`src/rtl/aes_round_fsm_if.sv`:
```
// Handshake and datapath-control bundle between the AES round sequencer and its surroundings.
// The master modport is the sequencer; the slave modport is the slave/streamer/datapath side.
interface aes_round_fsm_if;
  logic        start_i;
  logic [15:0] n_blocks_i;
  logic [1:0]  key_len_i;
  logic        decrypt_i;
  logic        in_valid_i;
  logic        in_ready_o;
  logic        out_valid_o;
  logic        out_ready_i;
  logic        kexp_step_o;
  logic [3:0]  kexp_idx_o;
  logic        dp_load_o;
  logic        dp_round_en_o;
  logic        dp_last_o;
  logic [3:0]  dp_key_idx_o;
  logic        busy_o;
  logic        done_o;

  modport master (
    input  start_i, n_blocks_i, key_len_i, decrypt_i, in_valid_i, out_ready_i,
    output in_ready_o, out_valid_o, kexp_step_o, kexp_idx_o, dp_load_o,
           dp_round_en_o, dp_last_o, dp_key_idx_o, busy_o, done_o
  );

  modport slave (
    output start_i, n_blocks_i, key_len_i, decrypt_i, in_valid_i, out_ready_i,
    input  in_ready_o, out_valid_o, kexp_step_o, kexp_idx_o, dp_load_o,
           dp_round_en_o, dp_last_o, dp_key_idx_o, busy_o, done_o
  );
endinterface

```
`src/rtl/aes_round_fsm.sv`:
```
// Sequencing controller for the iterative AES round datapath: key expansion once per job,
// then load / Nr rounds / output handoff for every block of the job.
module aes_round_fsm (
  input  logic            clk_i,
  input  logic            rst_ni,
  input  logic            test_mode_i,
  input  logic            clear_i,
  aes_round_fsm_if.master bus
);

  typedef enum logic [2:0] {
    IDLE,
    KEYEXP,
    WAIT_IN,
    ROUND,
    OUTPUT,
    TERMINATE
  } state_e;

  state_e      state_q, state_d;
  logic [3:0]  kexp_cnt_q, kexp_cnt_d;
  logic [3:0]  round_cnt_q, round_cnt_d;
  logic [3:0]  nr_q, nr_d;
  logic        decrypt_q, decrypt_d;
  logic [15:0] n_blocks_q, n_blocks_d;
  logic [15:0] blk_cnt_q, blk_cnt_d;
  logic [15:0] blk_cnt_inc;

  logic        in_ready;
  logic        out_valid;
  logic        kexp_step;
  logic [3:0]  kexp_idx;
  logic        dp_load;
  logic        dp_round_en;
  logic        dp_last;
  logic [3:0]  dp_key_idx;
  logic        busy;
  logic        done;

  logic        unused_test_mode;
  assign unused_test_mode = test_mode_i;

  // The reserved key length code falls back to the AES-128 round count.
  function automatic logic [3:0] nr_of(input logic [1:0] key_len);
    case (key_len)
      2'b01:   nr_of = 4'd12;
      2'b10:   nr_of = 4'd14;
      default: nr_of = 4'd10;
    endcase
  endfunction

  // The block counter never exceeds the latched count, so a 16-bit increment cannot wrap.
  assign blk_cnt_inc = blk_cnt_q + 16'd1;

  always_comb begin
    state_d     = state_q;
    kexp_cnt_d  = kexp_cnt_q;
    round_cnt_d = round_cnt_q;
    nr_d        = nr_q;
    decrypt_d   = decrypt_q;
    n_blocks_d  = n_blocks_q;
    blk_cnt_d   = blk_cnt_q;

    in_ready    = 1'b0;
    out_valid   = 1'b0;
    kexp_step   = 1'b0;
    kexp_idx    = 4'd0;
    dp_load     = 1'b0;
    dp_round_en = 1'b0;
    dp_last     = 1'b0;
    dp_key_idx  = 4'd0;
    busy        = (state_q != IDLE);
    done        = 1'b0;

    case (state_q)
      IDLE: begin
        if (bus.start_i) begin
          n_blocks_d = bus.n_blocks_i;
          nr_d       = nr_of(bus.key_len_i);
          decrypt_d  = bus.decrypt_i;
          blk_cnt_d  = 16'd0;
          if (bus.n_blocks_i == 16'd0) begin
            state_d = TERMINATE;
          end else begin
            state_d    = KEYEXP;
            kexp_cnt_d = 4'd1;
          end
        end
      end

      KEYEXP: begin
        kexp_step = 1'b1;
        kexp_idx  = kexp_cnt_q;
        if (kexp_cnt_q == nr_q) begin
          kexp_cnt_d = 4'd0;
          state_d    = WAIT_IN;
        end else begin
          kexp_cnt_d = kexp_cnt_q + 4'd1;
        end
      end

      // Load is the only strobe allowed to follow an input combinationally.
      WAIT_IN: begin
        in_ready = 1'b1;
        if (bus.in_valid_i) begin
          dp_load     = 1'b1;
          dp_key_idx  = decrypt_q ? nr_q : 4'd0;
          round_cnt_d = 4'd1;
          state_d     = ROUND;
        end
      end

      ROUND: begin
        dp_round_en = 1'b1;
        dp_key_idx  = decrypt_q ? (nr_q - round_cnt_q) : round_cnt_q;
        dp_last     = (round_cnt_q == nr_q);
        if (round_cnt_q == nr_q) begin
          round_cnt_d = 4'd0;
          state_d     = OUTPUT;
        end else begin
          round_cnt_d = round_cnt_q + 4'd1;
        end
      end

      OUTPUT: begin
        out_valid = 1'b1;
        if (bus.out_ready_i) begin
          blk_cnt_d = blk_cnt_inc;
          state_d   = (blk_cnt_inc == n_blocks_q) ? TERMINATE : WAIT_IN;
        end
      end

      TERMINATE: begin
        done    = 1'b1;
        state_d = IDLE;
      end

      default: begin
        state_d = IDLE;
      end
    endcase

    // Soft clear overrides every transition and drops any in-flight block.
    if (clear_i) begin
      state_d     = IDLE;
      kexp_cnt_d  = 4'd0;
      round_cnt_d = 4'd0;
      nr_d        = 4'd0;
      decrypt_d   = 1'b0;
      n_blocks_d  = 16'd0;
      blk_cnt_d   = 16'd0;
    end
  end

  always_ff @(posedge clk_i or negedge rst_ni) begin
    if (!rst_ni) begin
      state_q     <= IDLE;
      kexp_cnt_q  <= 4'd0;
      round_cnt_q <= 4'd0;
      nr_q        <= 4'd0;
      decrypt_q   <= 1'b0;
      n_blocks_q  <= 16'd0;
      blk_cnt_q   <= 16'd0;
    end else begin
      state_q     <= state_d;
      kexp_cnt_q  <= kexp_cnt_d;
      round_cnt_q <= round_cnt_d;
      nr_q        <= nr_d;
      decrypt_q   <= decrypt_d;
      n_blocks_q  <= n_blocks_d;
      blk_cnt_q   <= blk_cnt_d;
    end
  end

  assign bus.in_ready_o    = in_ready;
  assign bus.out_valid_o   = out_valid;
  assign bus.kexp_step_o   = kexp_step;
  assign bus.kexp_idx_o    = kexp_idx;
  assign bus.dp_load_o     = dp_load;
  assign bus.dp_round_en_o = dp_round_en;
  assign bus.dp_last_o     = dp_last;
  assign bus.dp_key_idx_o  = dp_key_idx;
  assign bus.busy_o        = busy;
  assign bus.done_o        = done;

endmodule
```
`src/flat_wrapper.sv`:
```
// flat-port wrapper written by rule: the top's interface ports become plain ports
module aes_round_fsm_flat 
  (clk_i, rst_ni, test_mode_i, clear_i, bus_start_i, bus_n_blocks_i, bus_key_len_i, bus_decrypt_i, bus_in_valid_i, bus_out_ready_i, bus_in_ready_o, bus_out_valid_o, bus_kexp_step_o, bus_kexp_idx_o, bus_dp_load_o, bus_dp_round_en_o, bus_dp_last_o, bus_dp_key_idx_o, bus_busy_o, bus_done_o);
  aes_round_fsm_if bus_i ();
  input  logic clk_i;
  input  logic rst_ni;
  input  logic test_mode_i;
  input  logic clear_i;
  input wire logic [$bits(bus_i.start_i)-1:0] bus_start_i;
  input wire logic [$bits(bus_i.n_blocks_i)-1:0] bus_n_blocks_i;
  input wire logic [$bits(bus_i.key_len_i)-1:0] bus_key_len_i;
  input wire logic [$bits(bus_i.decrypt_i)-1:0] bus_decrypt_i;
  input wire logic [$bits(bus_i.in_valid_i)-1:0] bus_in_valid_i;
  input wire logic [$bits(bus_i.out_ready_i)-1:0] bus_out_ready_i;
  output wire logic [$bits(bus_i.in_ready_o)-1:0] bus_in_ready_o;
  output wire logic [$bits(bus_i.out_valid_o)-1:0] bus_out_valid_o;
  output wire logic [$bits(bus_i.kexp_step_o)-1:0] bus_kexp_step_o;
  output wire logic [$bits(bus_i.kexp_idx_o)-1:0] bus_kexp_idx_o;
  output wire logic [$bits(bus_i.dp_load_o)-1:0] bus_dp_load_o;
  output wire logic [$bits(bus_i.dp_round_en_o)-1:0] bus_dp_round_en_o;
  output wire logic [$bits(bus_i.dp_last_o)-1:0] bus_dp_last_o;
  output wire logic [$bits(bus_i.dp_key_idx_o)-1:0] bus_dp_key_idx_o;
  output wire logic [$bits(bus_i.busy_o)-1:0] bus_busy_o;
  output wire logic [$bits(bus_i.done_o)-1:0] bus_done_o;
  assign bus_i.start_i = bus_start_i;
  assign bus_i.n_blocks_i = bus_n_blocks_i;
  assign bus_i.key_len_i = bus_key_len_i;
  assign bus_i.decrypt_i = bus_decrypt_i;
  assign bus_i.in_valid_i = bus_in_valid_i;
  assign bus_i.out_ready_i = bus_out_ready_i;
  assign bus_in_ready_o = bus_i.in_ready_o;
  assign bus_out_valid_o = bus_i.out_valid_o;
  assign bus_kexp_step_o = bus_i.kexp_step_o;
  assign bus_kexp_idx_o = bus_i.kexp_idx_o;
  assign bus_dp_load_o = bus_i.dp_load_o;
  assign bus_dp_round_en_o = bus_i.dp_round_en_o;
  assign bus_dp_last_o = bus_i.dp_last_o;
  assign bus_dp_key_idx_o = bus_i.dp_key_idx_o;
  assign bus_busy_o = bus_i.busy_o;
  assign bus_done_o = bus_i.done_o;
  aes_round_fsm u_core (.clk_i(clk_i), .rst_ni(rst_ni), .test_mode_i(test_mode_i), .clear_i(clear_i), .bus(bus_i));
endmodule
```
`config.mk`:
```
export PLATFORM = sky130hd
export DESIGN_NAME = aes_round_fsm_flat
export DESIGN_NICKNAME = d
export VERILOG_FILES = /design/src/rtl/aes_round_fsm_if.sv /design/src/rtl/aes_round_fsm.sv /design/src/flat_wrapper.sv
export SDC_FILE = /design/constraint.sdc
export NUM_CORES = 1
export LEC_CHECK = 0
export CAP_MARGIN = 20
export CORE_UTILIZATION = 55
export CTS_CLUSTER_DIAMETER = 120
export DETAILED_ROUTE_END_ITERATION = 10
export PLACE_DENSITY_LB_ADDON = 0.05
export SYNTH_ARGS = -nofsm -noshare
export SYNTH_HDL_FRONTEND = slang
export SYNTH_SLANG_ARGS = --single-unit
```
`constraint.sdc`:
```
create_clock -name clk_i -period 3.6 [get_ports clk_i]
set_clock_uncertainty 0.05 [all_clocks]
set_input_delay 0.72 -clock clk_i [delete_from_list [all_inputs] [get_ports clk_i]]
set_output_delay 0.72 -clock clk_i [all_outputs]
set_load 0.02 [all_outputs]
```
# == Word level (Yosys, flattened, before mapping) ==
# Cells that the tools add are included.
# word_totals
regBits,48
in_bits,26
output_inout_bits,16
wordCells,85
# classes
addsub,4
eq_ne,16
mux,45
n_reduce_logical,13
# op_table
op,count
$mux W16,6
$mux W4,14
$pmux W16 S2,1
$mux W3,8
$pmux W4 S2,3
$add A16 B1 Y16 const B,1
$eq A16 B16 Y1,1
$logic_not A16 Y1,1
$pmux W3 S5,1
$ne A3 B3 Y1 const B,4
$reduce_bool A3 Y1,4
$mux W1,11
$add A4 B1 Y4 const B,2
$eq A4 B4 Y1,2
$eq A3 B2 Y1 const B,2
$eq A3 B3 Y1 const B,2
$ne A3 B2 Y1 const B,2
$pmux W3 S2,1
$reduce_and A3 Y1,2
$reduce_and A5 Y1,1
$reduce_and A2 Y1,2
$reduce_bool A2 Y1,2
$sub A4 B4 Y4,1
$eq A3 B1 Y1 const B,1
3 further kinds,3

# == Depth between registers and ports, before layout ==
# Gate-level depths: netlist of run 1.
# depth
ltp_word,6
depth_mapped,8
ltp_nobuf,8

# == Worst setup path before layout of run 1 ==
# OpenSTA, ideal clock, no wires.
# synth_timing
path_type,reg2out
start,register u_core.nr_q[1]
end,output bus_dp_key_idx_o[3]
t_arrival_ps,2225
required_time_ps,2830
setup_slack_ps,605
stages_incl_launch_ff,8
path_cell_list,dfrtp_1 > ha_1 > nor2b_1 > o21a_1 > or4b_2 > a21oi_1 > o21ai_0 > a21oi_1
# synth_via
elab_chain_len,3
# synth_rtl
element,line,rtl
"start, declared",aes_round_fsm.sv:23,"logic [3:0] nr_q, nr_d;"
"start signal, assigned",aes_round_fsm.sv:168,nr_q <= nr_d;
$sub A4 B4 Y4,aes_round_fsm.sv:115,dp_key_idx = decrypt_q ? (nr_q - round_cnt_q) : round_cnt_q;
$mux W4,aes_round_fsm.sv:115,
$pmux W4 S2,aes_round_fsm.sv:75,case (state_q)
"end, declared",flat_wrapper.sv:22,output wire logic [$bits(bus_i.dp_key_idx_o)-1:0] bus_dp_key_idx_o;
# Every way passes these cells.

# == Worst setup path in the final report of run 1 ==
# layout_timing
start,register u_core.round_cnt_q[1]
end,output bus_dp_key_idx_o[3]
# layout_via
elab_chain_len,3
# layout_rtl
element,line,rtl
"start, declared",aes_round_fsm.sv:22,"logic [3:0] round_cnt_q, round_cnt_d;"
"start signal, assigned",aes_round_fsm.sv:167,round_cnt_q <= round_cnt_d;
$sub A4 B4 Y4,aes_round_fsm.sv:115,
$mux W4,aes_round_fsm.sv:115,
$pmux W4 S2,aes_round_fsm.sv:75,
# Every way passes these cells.

==> key figures, run 1 <==
Outcome
  – Status: finished, final reports clean

Floorplan
  – Die X: 77.14 µm
  – DIE AREA: 5951 µm²
  – Die boundary height: 77.14 µm
  – Core box area: 5270 µm²
  – Io pins: 42
  – Initial Util: 58.93%
  – Row cnt: 26

GRT
  – First-pass GRT wire length: 13090 µm
  – Initial antenna violation count: 0
  – Largest net degree at the start of global routing: 48
  – Number of global-route vias before repair: 2699
  – Total GRT Usage: 27.53%
  – Congestion Overflow GR: 0

Setup path
  – CP startpoint kind: flop
  – Max incr delay on CP: 0.63 ns
  – Crit Path Category: flop to primary output
  – Max FO, Critical Path: 4
  – CP max stage cell: or4b_2
  – WP data required: 2.83 ns
  – Critical Path AT: 2.68 ns
  – Cell Chain, Critical Path: inv_1 -> ha_1 -> nor2b_1 -> o21a_1 -> or4b_2 -> and3_1 -> o21ai_0 -> a21oi_1 -> clkbuf_2
  – Crit. End Element: primary output

Power and ir drop
  – Power Density: 463.2 nW/µm²
  – P_leak: 0.001549 µW
  – Maximum VDD drop: 252.8 µV

Routing
  – Post-route DRC: 0
  – First-pass DRT Iterations: 4
  – Metal2 WL: 3587 µm
  – Met3 wire len: 446 µm
  – Top Layer Used: met4
  – Initial DRC Count: 183
  – DR vias/cell: 5.979
  – Wl on met1: 3353 µm
  – Antenna Nets Post-Route: 0
  – Via count: 2828
  – DRT Wirelength: 7458 µm
  – DR WL/cell: 15.77 µm

Synth
  – Mean Syn Cell Area: 8.439 µm²
  – Synth Instances: 368
  – Synth top area cells: dfrtp_1, nand2_1, xnor2_1
  – Top post-synthesis cells by count: nand2_1, dfrtp_1, nor2_1, o21ai_0, a21oi_1
  – Synth cell types: 55
  – Main synth FF type: dfrtp_1
  – Synthesis warning total: 0
  – Yosys top cell by area: dfrtp_1
  – Synth top area share: 37.87%
  – Synth Net Count: 402
  – Async S/R FF share, synth: 100.0%
  – Synth Cell Area: 3105 µm²
  – Number of synthesized flops with an enable pin: 0
  – Top-count cell post-synth: nand2_1
  – Yosys reg bits: 47
  – Post-synthesis sequential area ratio: 37.87%

Clocking
  – Htree depth: 2
  – Worst-path clk slew: 0.09 ns
  – CTS sink count: 47
  – Worst-Skew Late Latency: 0.30 ns
  – Total CTS buffers: 5
  – Post-CTS Setup Repair Bufs: 0
  – Root Driver: clkbuf_8
  – CTS tree: yes
  – Number of buffers on the longest clock path: 2

Final layout
  – Design area: 3664 µm²
  – Post-layout nets: 436
  – Ant diodes: 0
  – Layout cells sized above 1: 7.444%
  – Area Growth Syn to Fin: 17.97%
  – Fillers: 460

Placement
  – PortBufs: 40
  – Pre-CTS WS: 0.09911 ns
  – DP HPWL: 5588 µm
  – Final Wtd Congestion: 0.8236
  – DP Area: 3545 µm²

STA
  – RSZ-0062 raised after global routing: no
  – Rel. slew slack: 51.19%
  – Final hold slack: 0.1883 ns
  – Fmax: 0.2901 GHz
  – Final setup margin: 0.1527 ns
  – Final min period: 3.447 ns
  – Transition time of the tightest slew-check pin: 0.7226 ns
  – Finish-stage setup viols: 0
  – Final period utilization: 95.76%
  – Final setup TNS: 0 ns
  – Max Slew Vio Count: 0
  – Final Hold Fails: 0

Min path
  – Worst hold path class: input port to asynchronous set/reset pin

Flow run
  – Max-cap violations: 0
-- final timing paths --
kind / startpoint / slack (ns) / depth (start not counted) / end
min: rst_ni / 0.19 / 1 / u_core.blk_cnt_q[9]
min in group clk_i: u_core.blk_cnt_q[15] / 0.48 / 1 / u_core.blk_cnt_q[15]
max: u_core.round_cnt_q[1] / 0.15 / 9 / bus_dp_key_idx_o[3]
max reg2reg: u_core.blk_cnt_q[0] / 1.01 / 7 / u_core.state_q[0]
min reg2reg: u_core.blk_cnt_q[15] / 0.48 / 1 / u_core.blk_cnt_q[15]
max in group asynchronous: rst_ni / 2.86 / 2 / u_core.kexp_cnt_q[0]
-- flip-flops by register name, indices dropped and copies added (netlist names) --
register,flops
u_core.blk_cnt_q,16
u_core.decrypt_q,1
u_core.kexp_cnt_q,4
u_core.n_blocks_q,16
u_core.nr_q,3
u_core.round_cnt_q,4
u_core.state_q,3
-- logic make-up (layout without fill, tap and decap cells) --
group,Yosys count,after routing,synth area share [%]
AOI/OAI and AO/OA,87,87,17.73
muxes,3,3,1.048
and+or+nand+nor,164,164,27.20
DFF,47,47,37.87
adders and majority gates,8,8,3.465
xor gates and xnor gates,31,31,8.985
buffers and inverters,28,63,3.706
-- area by class of cell --
type | instances | area (µm²) | share of cell area (%)
clock inverters | 1 | 7.507 | 0.2049
well taps | 70 | 87.58 | 2.391
flip-flops and latches | 47 | 1176 | 32.10
multi-input cells | 293 | 1814 | 49.52
repair buffers | 46 | 447.9 | 12.23
inverters | 9 | 33.78 | 0.9221
clock buffers | 7 | 96.34 | 2.630
-- worst max-delay path: cells and delay by family, from the launching register on --
family | cells | cell delay, ns
buffers and inverters | 2 | 0.28
flip-flops | 1 | 0.41
adder cells (fa/ha/maj) | 1 | 0.26
AND/OR/NAND/NOR | 3 | 0.99
AO/OA/AOI/OAI | 3 | 0.46
-- layer usage --
layer,up-vias,GRT usage (%)
met5,-,0
met4,0,6.226
met3,9,4.524
met2,92,45.04
met1,1362,38.04
li1,1365,-
-- metrics by stage --
stage / std cells / util, % / power [µW]
after global placement: 464 / 67.26 / 1331
after CTS: 472 / 69.23 / 1701
final: 473 / 69.52 / 1697
after detailed placement: 464 / 67.26 / 1350
after global routing: 473 / 69.52 / 1817
after floorplan: 368 / - / 1119
-- repair_timing --
action                                  4_1_cts  5_1_grt
gates resized for setup                       2        1
endpoints found under the setup margin        1        1
hold buffers                                  0        0
-- cell usage in the layout, fill, tap and decap left out, types with 8 or more instances in the layout --
cell	instances
o31ai_1	10
nor3_1	9
xnor2_1	22
dfrtp_1	47
inv_1	9
o21ai_0	26
clkdlybuf4s50_1	38
nand2_1	69
nor2_1	26
nand3_1	9
xor2_1	8
a21oi_1	25
and2_1	8
-- report_power, final --
group,internal [µW],switching (µW),total [µW]
Combinational,288,391,680
Sequential,589,76.6,665
Clock,175,177,352
Note: power is estimated with default switching activity, not from simulation.
==> run 2, diff against run 1 <==
Settings changed: RECOVER_POWER set to 50.
Clock period 3.6 ns to 3.77 ns, I/O delays scaled along.
==> key figures, run 2 (synthesized netlist as in run 1, its figures left out) <==
Flow run
  – Max-cap violations: 1

Placement
  – PortBufs: 40
  – Final Wtd Congestion: 0.8430
  – DP HPWL: 5352 µm
  – DP Area: 3545 µm²

STA
  – Final setup TNS: 0 ns
  – Finish-stage setup viols: 0
  – Transition time of the tightest slew-check pin: 2.139 ns
  – Max Slew Vio Count: 42
  – Fmax: 0.2800 GHz
  – Final Hold Fails: 0
  – RSZ-0062 raised after global routing: no
  – Final period utilization: 94.72%
  – Final min period: 3.571 ns
  – Rel. slew slack: -42.59%

Final layout
  – Area Growth Syn to Fin: 17.73%
  – Largest regs: u_core.blk_cnt_q x16, u_core.n_blocks_q x16
  – Commonest non-fill, non-tap cell in the layout: nand2_1
  – Fillers: 483
  – Ant diodes: 0
  – Post-layout nets: 436
  – Design area: 3656 µm²
  – Commonest non-fill, non-tap cells in the layout: nand2_1, dfrtp_1, clkdlybuf4s50_1, nor2_1, o21ai_0
  – Layout cells sized above 1: 6.203%

Power and ir drop
  – Power Density: 451.8 nW/µm²
  – Seq pwr share: 38.3%
  – Pint: 1046 µW
  – NetSw: 605.6 µW
  – Combinational power share: 38.6%
  – Maximum VDD drop: 248.2 µV
  – Sw Share: 36.66%
  – Clock power share: 23.1%
  – P_leak: 0.001545 µW

Floorplan
  – Initial Util: 58.93%
  – DIE AREA: 5951 µm²
  – Die boundary height: 77.14 µm
  – Die X: 77.14 µm
  – Row cnt: 26
  – Io pins: 42
  – Core box area: 5270 µm²

Clocking
  – CTS sink count: 47
  – Worst-Skew Late Latency: 0.30 ns
  – CTS tree: yes
  – Worst-path clk slew: 0.09 ns
  – Root Driver: clkbuf_8
  – Total CTS buffers: 5
  – Number of buffers on the longest clock path: 2
  – Hold Buf Count CTS: 0
  – Htree depth: 2

Setup path
  – Crit Path Category: flop to primary output
  – CP startpoint kind: flop
  – Crit. End Element: primary output
  – WP data required: 2.97 ns
  – Critical Path AT: 2.77 ns
  – Max FO, Critical Path: 4

Routing
  – Antenna Nets Post-Route: 0
  – DRT Wirelength: 7280 µm
  – DR WL/cell: 15.39 µm
  – Post-route DRC: 0
  – First-pass DRT Iterations: 4
  – Via count: 2775
  – DR vias/cell: 5.867
  – Initial DRC Count: 142

Outcome
  – Failing checks: max-capacitance violations, max-slew violations
  – Status: complete, but fails checks

GRT
  – Total GRT Usage: 26.60%
  – Initial antenna violation count: 0
  – Congestion Overflow GR: 0
  – Largest net degree at the start of global routing: 48
  – First-pass GRT wire length: 12700 µm
  – Number of global-route vias before repair: 2639

Min path
  – Worst hold path class: input port to asynchronous set/reset pin
## run 2: cell types whose count changed in the layout (fill, tap and decap cells not counted), sizes merged
| cell | previous run | this run |
|---|---|---|
| bufinv | 0 | 1 |
| dlygate4sd2 | 0 | 1 |
| clkbuf | 8 | 10 |
| buf | 7 | 3 |
| clkinv | 0 | 1 |
| clkinvlp | 1 | 0 |
## run 2: path summary, 6_finish.rpt
| path | startpoint | to | slack, ns | cells after the start |
|---|---|---|---|---|
| worst max-delay path | u_core.round_cnt_q[1] | bus_dp_key_idx_o[3] | 0.20 | 9 |
| worst min-delay path | rst_ni | u_core.blk_cnt_q[9] | 0.28 | 1 |
| worst max register to register | u_core.blk_cnt_q[0] | u_core.state_q[0] | 1.17 | 7 |
| worst min register to register | u_core.blk_cnt_q[15] | u_core.blk_cnt_q[15] | 0.49 | 1 |
| max in group asynchronous | rst_ni | u_core.round_cnt_q[0] | 1.07 | 2 |
| min in group clk_i | u_core.blk_cnt_q[15] | u_core.blk_cnt_q[15] | 0.49 | 1 |
## run 2: metal layers
| layer | track usage [%] | routed length, µm | part of all wire (%) | vias to the layer above |
|---|---|---|---|---|
| met1 | 37.49 | 3504 | 48 | 1345 |
| li1 | - | - | - | 1372 |
| met5 | 0 | 0 | 0 | - |
| met2 | 43.54 | 3400 | 47 | 50 |
| met3 | 2.976 | 296 | 4.1 | 8 |
| met4 | 6.415 | 78 | 1.1 | 0 |
## run 2: cell type report
cell class | count | area, µm² | area share, %
clock inverter | 2 | 35.03 | 0.9582
sequential | 47 | 1176 | 32.17
tap | 70 | 87.58 | 2.396
clock buffer | 6 | 82.58 | 2.259
timing repair buffer | 46 | 426.7 | 11.67
multi-input combinational | 293 | 1814 | 49.62
inverter | 9 | 33.78 | 0.9240
## run 2: power by group through the flow
stage	clock (µW)	combinational (µW)	sequential (µW)
after floorplan	0	453	616
after global placement	0	628	640
after detailed placement	0	637	643
after CTS	387	641	633
after global routing	404	716	644
final	381	637	633
## run 2: worst max-delay path, cell delays in order, from the launching register on
cell and delay (ns):
dfrtp_1 0.40, inv_1 0.13, ha_1 0.26, nor2b_1 0.14
o21a_1 0.18, or4b_2 0.62, and3_1 0.20, o21ai_0 0.15
a21oi_1 0.08, dlygate4sd2_1 0.33
## run 2: through the flow
step,power (µW),util (%),worst slack [ns],hold slack [ns],instances
2_1_floorplan,1069,-,0.7414,0.4084,368
3_3_place_gp,1269,67.26,0.2949,0.4491,464
3_5_place_dp,1280,67.26,0.2790,0.4689,464
4_1_cts,1661,69.47,0.1934,0.4841,472
5_1_grt,1765,69.37,0.03948,0.2987,473
6_report,1652,69.37,0.1989,0.2758,473
## run 2: timing repair
item | in CTS | in global routing
endpoints found under the setup margin | 1 | 0
resized for setup | 1 | 0
setup buffers | 0 | 0
